[src/rtl/cpu_ctrl.sv]
// VeriRISC instruction sequencer: eight-phase counter plus opcode/zero decode of datapath strobes.
// Optional single-step restart from halt is built when CTRL_SINGLE_STEP_EN is defined.
module cpu_ctrl #(
    parameter int OPC_W = 3
) (
    input  logic             clk,
    input  logic             rst_n,
    input  logic [OPC_W-1:0] opcode,
    input  logic             zero,
`ifdef CTRL_SINGLE_STEP_EN
    input  logic             step,
`endif
    output logic             sel,
    output logic             rd,
    output logic             wr,
    output logic             ld_ir,
    output logic             ld_ac,
    output logic             ld_pc,
    output logic             inc_pc,
    output logic             data_e,
    output logic             halt,
    output logic [2:0]       phase
);

    localparam logic [OPC_W-1:0] OP_HLT = 3'd0;
    localparam logic [OPC_W-1:0] OP_SKZ = 3'd1;
    localparam logic [OPC_W-1:0] OP_ADD = 3'd2;
    localparam logic [OPC_W-1:0] OP_AND = 3'd3;
    localparam logic [OPC_W-1:0] OP_XOR = 3'd4;
    localparam logic [OPC_W-1:0] OP_LDA = 3'd5;
    localparam logic [OPC_W-1:0] OP_STO = 3'd6;
    localparam logic [OPC_W-1:0] OP_JMP = 3'd7;

    localparam logic [2:0] PH_INST_ADDR  = 3'd0;
    localparam logic [2:0] PH_INST_FETCH = 3'd1;
    localparam logic [2:0] PH_INST_LOAD  = 3'd2;
    localparam logic [2:0] PH_IDLE       = 3'd3;
    localparam logic [2:0] PH_OP_ADDR    = 3'd4;
    localparam logic [2:0] PH_OP_FETCH   = 3'd5;
    localparam logic [2:0] PH_ALU_OP     = 3'd6;
    localparam logic [2:0] PH_STORE      = 3'd7;

    logic [2:0] phase_q, phase_d;
    logic       halt_q, halt_d;
    logic       aluop;

    assign aluop = (opcode == OP_ADD) || (opcode == OP_AND) ||
                   (opcode == OP_XOR) || (opcode == OP_LDA);

    // Halt is captured on the edge leaving phase 4, so the counter lands on 5 and sticks there.
    always_comb begin
        phase_d = phase_q + 3'd1;
        halt_d  = halt_q;
        if (halt_q) begin
            phase_d = phase_q;
`ifdef CTRL_SINGLE_STEP_EN
            if (step) begin
                halt_d  = 1'b0;
                phase_d = PH_INST_ADDR;
            end
`endif
        end else if (phase_q == PH_OP_ADDR && opcode == OP_HLT) begin
            halt_d = 1'b1;
        end
    end

    always_ff @(posedge clk) begin
        if (!rst_n) begin
            phase_q <= PH_INST_ADDR;
            halt_q  <= 1'b0;
        end else begin
            phase_q <= phase_d;
            halt_q  <= halt_d;
        end
    end

    always_comb begin
        sel    = 1'b0;
        rd     = 1'b0;
        wr     = 1'b0;
        ld_ir  = 1'b0;
        ld_ac  = 1'b0;
        ld_pc  = 1'b0;
        inc_pc = 1'b0;
        data_e = 1'b0;
        halt   = 1'b0;
        case (phase_q)
            PH_INST_ADDR: sel = 1'b1;
            PH_INST_FETCH: begin
                sel = 1'b1;
                rd  = 1'b1;
            end
            PH_INST_LOAD, PH_IDLE: begin
                sel   = 1'b1;
                rd    = 1'b1;
                ld_ir = 1'b1;
            end
            PH_OP_ADDR: begin
                inc_pc = 1'b1;
                halt   = (opcode == OP_HLT);
            end
            PH_OP_FETCH: rd = aluop;
            PH_ALU_OP: begin
                rd     = aluop;
                inc_pc = (opcode == OP_SKZ) && zero;
                ld_pc  = (opcode == OP_JMP);
                data_e = (opcode == OP_STO);
            end
            PH_STORE: begin
                rd     = aluop;
                ld_ac  = aluop;
                ld_pc  = (opcode == OP_JMP);
                wr     = (opcode == OP_STO);
                data_e = (opcode == OP_STO);
            end
            default: ;
        endcase
        // Halted state masks the phase-5 decode; reset masks everything.
        if (halt_q) begin
            {sel, rd, wr, ld_ir, ld_ac, ld_pc, inc_pc, data_e} = '0;
            halt = 1'b1;
        end
        if (!rst_n) begin
            {sel, rd, wr, ld_ir, ld_ac, ld_pc, inc_pc, data_e, halt} = '0;
        end
    end

    assign phase = phase_q;

endmodule

[config.mk]
export PLATFORM = sky130hd
export DESIGN_NAME = cpu_ctrl
export DESIGN_NICKNAME = d
export VERILOG_FILES = /design/src/rtl/cpu_ctrl.sv
export SDC_FILE = /design/constraint.sdc
export NUM_CORES = 1
export LEC_CHECK = 0
export ABC_AREA = 1
export CAP_MARGIN = 20
export CORE_AREA = 2 2 39 41
export CTS_CLUSTER_DIAMETER = 80
export DETAILED_ROUTE_END_ITERATION = 7
export DIE_AREA = 0 0 41 43
export SYNTH_ARGS = -nofsm -noshare
export SYNTH_HDL_FRONTEND = slang
export SYNTH_SLANG_ARGS = --single-unit
export TNS_END_PERCENT = 30
[constraint.sdc]
create_clock -name clk -period 2.5 [get_ports clk]
set_clock_uncertainty 0.15 [all_clocks]
set_input_delay 0.5 -clock clk [delete_from_list [all_inputs] [get_ports clk]]
set_output_delay 0.5 -clock clk [all_outputs]
set_load 0.01 [all_outputs]
==> flow_summary.yaml, run 1 <==
floorplanning:
  fp-row-count: 14
  core_sq_um: 1380
  ios: 18
  fp.dieW_um: 41
  die_y_um: 43
  start_util: 0.297
  dieArea_sq_um: 1760
place:
  place_ws_ps: -140
  gp_congestion: 0.713
  dpl.hpwl_um: 736
  port_buffers: 17
  dp.cells: 95
synth:
  synth_area_sq_um: 410
  syn_area_per_cell_sq_um: 6.96
  synthDistinctLibCells: 20
  synth_seq_cells: 4
  synth_warnings: 0
  synthCells: 59
  mappedNetlistNets: 71
  synth-seq-area-share: 0.195
setup_path:
  cp_max_fo: 6
  start_kind: "flip-flop"
  worstPathRequired_ps: 1850
  path_cells: "ha_1, ha_1, inv_1, nand3_1, nand2_1, a21oi_1, dlygate4sd2_1"
  cp.arrival_ps: 1660
  r2r-start: "phase[0]"
  crit_path_top_delay_cell: "dfxtp_1"
  critPathCaptureType: "primary output"
  cp-startpoint: "phase[0]"
  cp_common_cell: "ha_1"
  crit_type: "flip-flop to primary output"
  cpPeakStageDelay_ps: 410
clock_network:
  path_clk_slew_ps: 30
  clock_path_buffers: 2
  cts_tree: "yes"
  clk_latency_ps: 220
  cts.htree.levels: 1
  cts-buffers-inserted: 3
  cts_root_buf: "clkbuf_4"
  cts_sinks: 4
  post_cts_buffers: 0
final_layout:
  drive_gt1_frac: 0.244
  layout_commonest_cell: "dlygate4sd2_1"
  fin_cells: 98
  fillCellCount: 157
  fin_nets: 96
  area_growth_pct: 54.0
  final_cell_mix: "10 x dlygate4sd2_1, 8 x inv_1, 8 x a21oi_1"
  diodes: 0
detailed_routing:
  avgViaCountPerCell: 4.33
  drt-pass1-iter-count: 3
  vias: 424
  wl_um: 832
  drtIter0Drc: 6
  ant_nets: 0
  wl_per_cell_um: 8.49
  drc: 0
grt:
  grt_pass1_wl_um: 1410
  grt_pass1_vias: 389
  gr-total-overflow: 0
  antenna_found_initial: 0
  track_usage: 0.116
  grt_max_degree: 7
sta:
  finalCritPeriodShare: 0.922
  maxSlewHeadroom: 0.853
  worst_slack_ps: 194
  finalCriticalPeriod_ps: 2310
  slew_violations: 0
  whs_ps: 383
  timing_hold_violations_final: 0
  rsz0062_at_grt: "false"
  worst_pin_slew_ps: 220
  max_freq_ghz: 0.434
  fin_setup_tns_ps: 0
  setup-violations-final: 0
power_and_ir_drop:
  p_per_area_nw_per_um2: 379
  leakagePower_nw: 0.324
  ir_drop_v: 0.000248
  p_total_mw: 0.240
job:
  max_cap_viol_count: 0
hold_path:
  min_path_type: "flip-flop to flip-flop"
  worstHoldStart: "phase[0]"
outcome:
  status: "finished, final reports clean"
## per-stage QoR
step	area, sq um	utilization
after floorplan	410	-
after global placement	619	0.448
after detailed placement	619	0.448
after CTS	632	0.457
after global routing	632	0.457
final	632	0.457
## worst max-delay path: cells and delay by family (launching register included)
family,cells,cell delay [ps]
flip-flops,1,410
adder cells (fa/ha/maj),2,430
AND/OR/NAND/NOR,2,130
buffers and inverters,2,350
AO/OA/AOI/OAI,1,110
## repair_timing
action                     in CTS  in global routing
hold buffers                    0                  0
gates resized for setup        11                  0
setup endpoints to repair       9                  0
## state kept, by name, indices dropped and copies added, names as in the netlist
name,count
phase,3
halt_q,1
## Yosys cell counts
library cell | number | share of area
and3_1 | 1 | 0.015
nand2_2 | 3 | 0.046
nor2_1 | 4 | 0.037
ha_1 | 6 | 0.18
nand2_1 | 7 | 0.064
inv_2 | 3 | 0.027
nor2_4 | 1 | 0.027
o21ai_0 | 2 | 0.024
nor3_2 | 2 | 0.049
o21ai_1 | 1 | 0.012
nand4_1 | 1 | 0.015
a21oi_1 | 8 | 0.098
o21ai_2 | 1 | 0.021
nor2_2 | 1 | 0.015
buf_6 | 1 | 0.027
inv_1 | 8 | 0.073
dfxtp_1 | 4 | 0.20
inv_4 | 1 | 0.015
nand3b_1 | 1 | 0.018
nand3_1 | 3 | 0.037
## logic make-up (layout without fill, tap and decap cells)
kind of cell / count (synthesis) / after routing / share of synthesized area
compound gates: 12 / 12 / 0.155
fa+ha+maj: 6 / 6 / 0.183
buf+inv: 13 / 36 / 0.143
flops: 4 / 4 / 0.195
simple gates: 24 / 24 / 0.323
## where the power goes
group	total (mW)	internal [mW]	switching (mW)
clock	0.0733	0.0532	0.0200
sequential	0.0772	0.0697	0.00754
combinational	0.0892	0.0444	0.0448
## routing by layer
metal	up-vias	track usage	part of all wire
met3	0	0.0314	0.042
met4	0	0.0600	0
li1	239	-	-
met5	-	0	0
met1	176	0.135	0.47
met2	9	0.184	0.49
## final timing paths
| path | to | depth (start not counted) | slack (ps) |
|---|---|---|---|
| setup / recovery | rd | 7 | 190 |
| hold / removal | phase[0] | 1 | 380 |
| setup reg to reg | phase[1] | 4 | 1210 |
| hold reg to reg | phase[0] | 1 | 380 |
## area by class of cell
type                    count  area [sq um]  share of cell area
inverters                  12          47.5              0.0752
well taps                  16          20.0              0.0317
repair buffers             21           188               0.297
flip-flops and latches      4          80.1               0.127
clock buffers               3          22.5              0.0356
multi-input cells          42           274               0.434
Note: power is estimated with default switching activity, not from simulation.
==> run 2, diff against run 1 <==
Settings changed: SETUP_SLACK_MARGIN set to 0.2, TNS_END_PERCENT 30 to 5.
==> flow_summary.yaml, run 2 (synthesis results as in run 1) <==
grt:
  track_usage: 0.116
  gr-total-overflow: 0
  antenna_found_initial: 0
  grt_max_degree: 7
  grt_pass1_vias: 389
  grt_pass1_wl_um: 1410
clock_network:
  post_cts_buffers: 0
  cts-buffers-inserted: 3
  clock_path_buffers: 2
  cts.htree.levels: 1
  cts_sinks: 4
  path_clk_slew_ps: 30
  clk_latency_ps: 220
  cts_root_buf: "clkbuf_4"
  cts_tree: "yes"
setup_path:
  cp.arrival_ps: 1620
  path_cells: "clkdlybuf4s50_1, nand2_1, buf_4, nor3_2, dlygate4sd2_1"
  crit_type: "input pin to primary output"
  cp_max_fo: 2
  worst-path-buf-inv: 3
  rr_endpoint: "phase[1]"
  worstRegToRegCells: 4
  ff2ff_setup_slack_ps: 1280
  path_depth: 5
  cp-startpoint: "opcode[1]"
  worstPathRequired_ps: 1850
  path_delay_family: "buffers and inverters"
  crit_end: "ld_pc"
  r2r-start: "phase[1]"
  cpPeakStageDelay_ps: 490
  start_kind: "input pin"
  crit_path_top_delay_cell: "clkdlybuf4s50_1"
  critPathCaptureType: "primary output"
floorplanning:
  core_sq_um: 1380
  start_util: 0.297
  fp.dieW_um: 41
  dieArea_sq_um: 1760
  ios: 18
  fp-row-count: 14
  die_y_um: 43
power_and_ir_drop:
  internal-power_mw: 0.167
  leakagePower_nw: 0.318
  power_frac_seq: 0.324
  switching_power_mw: 0.0725
  clkPwrFrac: 0.306
  swShare: 0.303
  ir_drop_v: 0.000248
  comb_power_share: 0.370
  p_total_mw: 0.239
  p_per_area_nw_per_um2: 383
sta:
  max_freq_ghz: 0.441
  setup-violations-final: 0
  worst_pin_slew_ps: 220
  slew_violations: 0
  maxSlewHeadroom: 0.853
  rsz0062_at_grt: "true"
  finalCritPeriodShare: 0.907
  fin_setup_tns_ps: 0
  finalCriticalPeriod_ps: 2270
  timing_hold_violations_final: 0
final_layout:
  largest_reg_flops: 3
  drive_gt1_frac: 0.280
  final_util: 0.452
  fin_nets: 96
  multi_input_area_sq_um: 274
  diodes: 0
  final_cell_mix: "8 x inv_1, 8 x a21oi_1, 8 x dlygate4sd2_1"
  fillCellCount: 156
  area_growth_pct: 52.4
  fin_cells: 98
  seq_area_sq_um: 81.3
place:
  port_buffers: 17
  dpl.hpwl_um: 736
  gp_congestion: 0.713
  dp.cells: 95
detailed_routing:
  vias: 422
  wl_um: 833
  wl_per_cell_um: 8.50
  drc: 0
  avgViaCountPerCell: 4.31
  drt-pass1-iter-count: 3
  drtIter0Drc: 6
  ant_nets: 0
job:
  max_cap_viol_count: 0
outcome:
  status: "finished, final reports clean"
hold_path:
  worstHoldStart: "phase[0]"
  min_path_type: "flip-flop to flip-flop"
## run 2: cell types whose count changed in the layout (fill, tap and decap cells not counted), sizes merged
cell / before / now
clkbuf: 3 / 5
dlygate4sd2: 10 / 8
## run 2: area by class of cell
cell class	count	share of cell area
clock buffer	3	0.0360
inverter	12	0.0760
multi-input combinational	42	0.438
sequential	4	0.130
tap	16	0.0320
timing repair buffer	21	0.288
## run 2: stage by stage
stage | cell area [sq um] | hold WS (ps) | setup slack, ps
finish | 626 | 341 | 233
global route | 626 | 371 | 122
CTS | 633 | 341 | 210
detailed placement | 619 | 378 | -140
global placement | 619 | 379 | -135
floorplan | 410 | 354 | 645
## run 2: power by group through the flow
| stage | combinational [mW] | sequential [mW] | clock (mW) |
|---|---|---|---|
| 2_1_floorplan | 0.0518 | 0.0783 | 0 |
| 3_3_place_gp | 0.0952 | 0.0784 | 0 |
| 3_5_place_dp | 0.0951 | 0.0781 | 0 |
| 4_1_cts | 0.0905 | 0.0776 | 0.0762 |
| 5_1_grt | 0.0991 | 0.0782 | 0.0819 |
| 6_report | 0.0887 | 0.0775 | 0.0733 |
## run 2: worst reg2reg max path, cell delays in order, from the launching register on
cell     delay, ps
dfxtp_1        370
inv_1          100
ha_1           270
o21ai_0        150
a21oi_1         60
## run 2: how the worst min path moves through the flow
stage,end,slack (ps),cells past startpoint
CTS,phase[0],340,1
detailed placement,phase[0],380,1
finish,phase[0],340,1
floorplan,phase[1],350,1
global placement,phase[1],380,1
global route,phase[0],370,1
## run 2: repair_timing
item                       in CTS  in global routing
setup endpoints to repair       9                  7
gates resized for setup        12                  4
pin swaps                       0                  1
hold buffers                    0                  0
## run 2: routing by layer
layer	part of all wire	global-route usage	vias to the layer above
li1	-	-	238
met1	0.47	0.135	175
met2	0.49	0.184	9
met3	0.042	0.0314	0
met4	0	0.0600	0
met5	0	0	-
